File: src/rtl/controller_serial_multi.sv
// Multi-pad serial controller reader (NES/SNES style) with shared latch/pulse and per-frame edge flags.
// Optional auto-polling is enabled by defining CTRL_AUTO_POLL_EN (adds auto_en port and POLL_GAP).
module controller_serial_multi #(
    parameter int unsigned NUM_PADS   = 2,
    parameter int unsigned NUM_BITS   = 8,
    parameter int unsigned CLK_DIV    = 6,
    parameter int unsigned LATCH_HALF = 2
`ifdef CTRL_AUTO_POLL_EN
    ,
    parameter int unsigned POLL_GAP   = 1000
`endif
) (
    input  logic                         clk,
    input  logic                         rst_n,
    input  logic                         start,
`ifdef CTRL_AUTO_POLL_EN
    input  logic                         auto_en,
`endif
    input  logic [NUM_PADS-1:0]          data_in,
    output logic                         latch_out,
    output logic                         pulse_out,
    output logic [NUM_PADS*NUM_BITS-1:0] buttons_pressed,
    output logic [NUM_PADS*NUM_BITS-1:0] buttons_new,
    output logic                         valid,
    output logic                         busy
);

    localparam int unsigned W     = NUM_PADS * NUM_BITS;
    localparam int unsigned DIV_W = (CLK_DIV > 1) ? $clog2(CLK_DIV) : 1;
    localparam int unsigned BIT_W = (NUM_BITS > 1) ? $clog2(NUM_BITS) : 1;
    localparam int unsigned LH_W  = (LATCH_HALF > 1) ? $clog2(LATCH_HALF) : 1;

    typedef enum logic [1:0] {StIdle, StLatch, StReadLo, StReadHi} state_e;

    state_e           state_q, state_d;
    logic [DIV_W-1:0] div_q, div_d;
    logic [BIT_W-1:0] bit_q, bit_d;
    logic [LH_W-1:0]  half_q, half_d;
    logic [W-1:0]     shadow_q, shadow_d;
    logic [W-1:0]     pressed_q, pressed_d;
    logic [W-1:0]     new_q, new_d;
    logic [W-1:0]     merged;
    logic             valid_q, valid_d;
    logic             latch_q, pulse_q, busy_q;
    logic             tick;
    logic             auto_fire;

`ifdef CTRL_AUTO_POLL_EN
    localparam int unsigned GAP_W = (POLL_GAP > 1) ? $clog2(POLL_GAP + 1) : 1;
    logic [GAP_W-1:0] gap_q, gap_d;

    assign auto_fire = auto_en && (state_q == StIdle) && (gap_q == GAP_W'(POLL_GAP - 1));

    always_comb begin
        gap_d = gap_q + GAP_W'(1);
        if (!auto_en || (state_q != StIdle) || start || auto_fire) begin
            gap_d = '0;
        end
    end

    always_ff @(posedge clk or negedge rst_n) begin
        if (!rst_n) begin
            gap_q <= '0;
        end else begin
            gap_q <= gap_d;
        end
    end
`else
    assign auto_fire = 1'b0;
`endif

    assign tick = (div_q == DIV_W'(CLK_DIV - 1));

    // Shadow with the bit currently on the wire folded in, so the last bit lands in the frame result.
    always_comb begin
        merged = shadow_q;
        for (int unsigned p = 0; p < NUM_PADS; p++) begin
            merged[p * NUM_BITS + 32'(bit_q)] = ~data_in[p];
        end
    end

    always_comb begin
        state_d   = state_q;
        bit_d     = bit_q;
        half_d    = half_q;
        shadow_d  = shadow_q;
        pressed_d = pressed_q;
        new_d     = new_q;
        valid_d   = 1'b0;
        unique case (state_q)
            StIdle: begin
                if (start || auto_fire) begin
                    state_d = StLatch;
                    half_d  = '0;
                    bit_d   = '0;
                end
            end
            StLatch: begin
                if (tick) begin
                    if (half_q == LH_W'(LATCH_HALF - 1)) begin
                        state_d = StReadLo;
                        bit_d   = '0;
                    end else begin
                        half_d = half_q + LH_W'(1);
                    end
                end
            end
            StReadLo: begin
                if (tick) begin
                    shadow_d = merged;
                    if (bit_q == BIT_W'(NUM_BITS - 1)) begin
                        state_d   = StIdle;
                        pressed_d = merged;
                        new_d     = merged & ~pressed_q;
                        valid_d   = 1'b1;
                    end else begin
                        state_d = StReadHi;
                    end
                end
            end
            StReadHi: begin
                if (tick) begin
                    bit_d   = bit_q + BIT_W'(1);
                    state_d = StReadLo;
                end
            end
            default: state_d = StIdle;
        endcase
    end

    // Divider restarts on every state change so each phase gets a full CLK_DIV period.
    always_comb begin
        div_d = div_q + DIV_W'(1);
        if ((state_q == StIdle) || (state_d != state_q) || tick) begin
            div_d = '0;
        end
    end

    always_ff @(posedge clk or negedge rst_n) begin
        if (!rst_n) begin
            state_q   <= StIdle;
            div_q     <= '0;
            bit_q     <= '0;
            half_q    <= '0;
            shadow_q  <= '0;
            pressed_q <= '0;
            new_q     <= '0;
            valid_q   <= 1'b0;
            latch_q   <= 1'b0;
            pulse_q   <= 1'b0;
            busy_q    <= 1'b0;
        end else begin
            state_q   <= state_d;
            div_q     <= div_d;
            bit_q     <= bit_d;
            half_q    <= half_d;
            shadow_q  <= shadow_d;
            pressed_q <= pressed_d;
            new_q     <= new_d;
            valid_q   <= valid_d;
            latch_q   <= (state_d == StLatch);
            pulse_q   <= (state_d == StReadHi);
            busy_q    <= (state_d != StIdle);
        end
    end

    assign latch_out       = latch_q;
    assign pulse_out       = pulse_q;
    assign busy            = busy_q;
    assign valid           = valid_q;
    assign buttons_pressed = pressed_q;
    assign buttons_new     = new_q;

endmodule
File: config.mk
export PLATFORM = sky130hd
export DESIGN_NAME = controller_serial_multi
export DESIGN_NICKNAME = d
export VERILOG_FILES = /design/src/rtl/controller_serial_multi.sv
export SDC_FILE = /design/constraint.sdc
export NUM_CORES = 1
export LEC_CHECK = 0
export CORE_MARGIN = 1
export CORE_UTILIZATION = 55
export CTS_CLUSTER_SIZE = 24
export DETAILED_ROUTE_END_ITERATION = 8
export MAX_ROUTING_LAYER = met4
export PLACE_DENSITY_LB_ADDON = 0.15
export SLEW_MARGIN = 20
export SYNTH_ARGS = -nofsm -noshare
export SYNTH_HDL_FRONTEND = slang
export SYNTH_SLANG_ARGS = --single-unit
File: constraint.sdc
create_clock -name clk -period 5.1 [get_ports clk]
set_clock_uncertainty 0.2 [all_clocks]
set_input_delay 1.02 -clock clk [delete_from_list [all_inputs] [get_ports clk]]
set_output_delay 1.02 -clock clk [all_outputs]
set_load 0.05 [all_outputs]
==> key figures <==
Run status
  • Status: finished, violations left
  • Failing checks: DRC

Floorplanning
  • Io pins: just over 40
  • Initial Utilization: 0.589
  • Rows: 24
  • Die span in x: ~71 um
  • Die Y: ~70 um
  • Core ar.: roughly 4500 sq um
  • Die area: 5070 sq um

Clock tree
  • Post-CTS Setup Bufs: 0
  • Clk slew on worst S/H paths: 0.07 ns
  • Worst-Skew Late Latency: 0.33 ns
  • Max H-tree Level: 3
  • CTS Hold Bufs: 0
  • Clock root cell: clkbuf_8
  • CTS tree: yes
  • Post_cts resized: 0
  • Num CTS Buffers: 9
  • Clock Tree Buf Depth: 2
  • TritonCTS Sinks: ~60

Finish
  • Final Cell Area: 3200 sq um
  • Layout Cells excl Fill: about 330
  • Core Util, Final: 0.715
  • Commonest non-fill, non-tap cell in the layout: o21ai_0
  • Share of cells above drive strength 1: 0.0819
  • Commonest cells after routing, fill and taps aside: o21ai_0 (64), dfrtp_1 (61), clkdlybuf4s50_1 (39), nand2_1 (19), mux2i_1 (18)
  • Area Overhead vs Synth: 21.4%
  • Final nets: between 200 and 300
  • ANT cells: 0

Detailed routing
  • Drt drc: 6
  • DRT antenna net count: 0
  • Vias per inst: approximately 5.8
  • 1st-pass router iterations: 7
  • DR WL/cell: 14.8 um
  • Iteration-0 DRC Markers: roughly 150
  • WL final: between 4 and 5 mm
  • Via count: roughly 1900

Synthesis
  • #FFs+latches synth: 61
  • Post-synthesis sequential area ratio: 0.580
  • EDFF count, synth: 0
  • Cells after Synth: 241
  • Avg Inst Size Synth: between 10 and 15 sq um
  • Post-Syn Nets: 250
  • Syn. warnings: 0
  • Top FF cell, synth: dfrtp_1
  • Synth cell types: 33
  • Fraction of registers with async set/reset: 1.00
  • Area of the mapped netlist: approximately 2600 sq um

Hold path
  • Hold Path Stages: 1
  • HP Start: buttons_pressed[10]
  • Hold WC Path Type: reg -> reg
  • Hold endpoint: buttons_new[10]

Power
  • IR drop worst, VDD: roughly 250 uV
  • Power per cell area: 277 nW/um^2
  • Pwr Total: 0.886 mW
  • Leakage power: between 1 and 1.5 nW

STA
  • Measured slew at the worst slew-check pin: between 0.9 and 1 ns
  • Max Transition Viols Final: 0
  • Final setup TNS: 0 ns
  • Final Hold Viols: 0
  • Final worst slack: between 2 and 2.5 ns
  • Fin crit share: 0.538
  • Hold_ws: 0.277 ns
  • Setup violators final: 0
  • Relative slew slack: 0.356
  • Final min period: about 2.7 ns
  • Fmax: about 0.36 GHz
  • RSZ-0062 raised after global routing: no

Global routing
  • Remaining Overflow, GRT: 0
  • First-pass GRT wire length: about 8.3 mm
  • Largest net degree at the start of global routing: between 60 and 70
  • Initial antenna violation count: 0
  • Global Route Usage Sum: 0.224
  • Number of global-route vias before repair: ~1800

Setup path
  • Worst path cell trace: clkdlybuf4s50_1
  • Worst flop-to-flop path startpoint: bit_q[0]
  • Crit path kind: reg -> out
  • CP max-delay cell: clkdlybuf4s50_1
  • Slowest stage delay, CP: between 0.8 and 0.9 ns
  • WP data arrival: about 1.5 ns
  • Critical Path End Type: output port
  • Crit path from: buttons_pressed[12]
  • Crit path launch type: flop
  • Worst Path Buf+Inv: 1
  • Worst flop-to-flop path endpoint: buttons_new[5]
  • Largest delay share family, worst path: buffers and inverters
  • CP Max Fanout: 3
  • R2r setup slk: 2.38 ns
  • Worst reg-to-reg path cell count: 5
  • Worst Path Required: slightly below 4 ns

Placed design
  • Post-DP HPWL: approximately 3.2 mm
  • Placer's final routability congestion estimate: between 0.7 and 0.8
  • Pre-CTS WS: approximately 2.2 ns
  • I/O Buffers: 40
  • Dpl cell area: 3010 sq um
  • Placed Cells: approximately 320

Job
  • Max cap viols: 0
final cells by class:
type	count	area, sq um
inverters	5	18.8
clock inverters	4	22.5
fillers	356	1280
repair buffers	42	418
multi-input cells	157	992
flip-flops and latches	61	1530
well taps	52	65.1
clock buffers	12	155
logic make-up after synthesis:
family / Yosys count / share of synthesized area
DFF: 61 / 0.580
AOI/OAI and AO/OA: 91 / 0.200
adders and majority gates: 4 / 0.0190
muxes: 19 / 0.0727
and+or+nand+nor: 43 / 0.0855
buffers and inverters: 23 / 0.0437
registers in the layout, summed over array words and instances, names as in the netlist, 2 cells and up:
register and cells:
buttons_new 16, buttons_pressed 16, shadow_q 16, bit_q 3, div_q 3, state_q 2
synthesized netlist by cell type, drive strengths merged, types with 2 or more instances:
| master | n | share of area |
|---|---|---|
| dfrtp | 61 | 0.58 |
| ha | 4 | 0.019 |
| o21ai | 66 | 0.13 |
| a21oi | 2 | 0.0038 |
| a22o | 3 | 0.010 |
| o31ai | 16 | 0.048 |
| nand3 | 2 | 0.0057 |
| or3 | 2 | 0.0047 |
| nand2b | 2 | 0.0047 |
| buf | 9 | 0.024 |
| nand3b | 4 | 0.011 |
| clkbuf | 9 | 0.013 |
| nor3b | 3 | 0.010 |
| nand2 | 19 | 0.027 |
| mux2i | 18 | 0.068 |
| nor3 | 2 | 0.0038 |
| inv | 5 | 0.0071 |
| nor2 | 5 | 0.0071 |
power by group:
part / total (mW) / internal [mW] / switching (mW)
registers: 0.488 / 0.486 / 0.00134
logic: 0.0206 / 0.00519 / 0.0154
clock network: 0.377 / 0.200 / 0.177
total: 0.886 / 0.692 / 0.194
worst max path at each step:
stage	endpoint	slack [ns]	cells after the start
final	buttons_pressed[12]	2.35	1
after global routing	buttons_new[5]	2.11	5
after CTS	buttons_pressed[15]	2.14	3
after detailed placement	buttons_pressed[15]	2.15	3
after global placement	buttons_pressed[11]	2.30	3
after floorplan	bit_q[0]	3.22	3
routing by layer:
metal | up-vias | routed length (um) | global-route usage
li1 | 935 | - | -
met3 | 12 | 279 | 0.0442
met4 | 0 | 108 | 0.124
met1 | 928 | 2450 | 0.314
met2 | 64 | 2100 | 0.306
met5 | - | 0 | -
(Power assumes the default switching activity.)
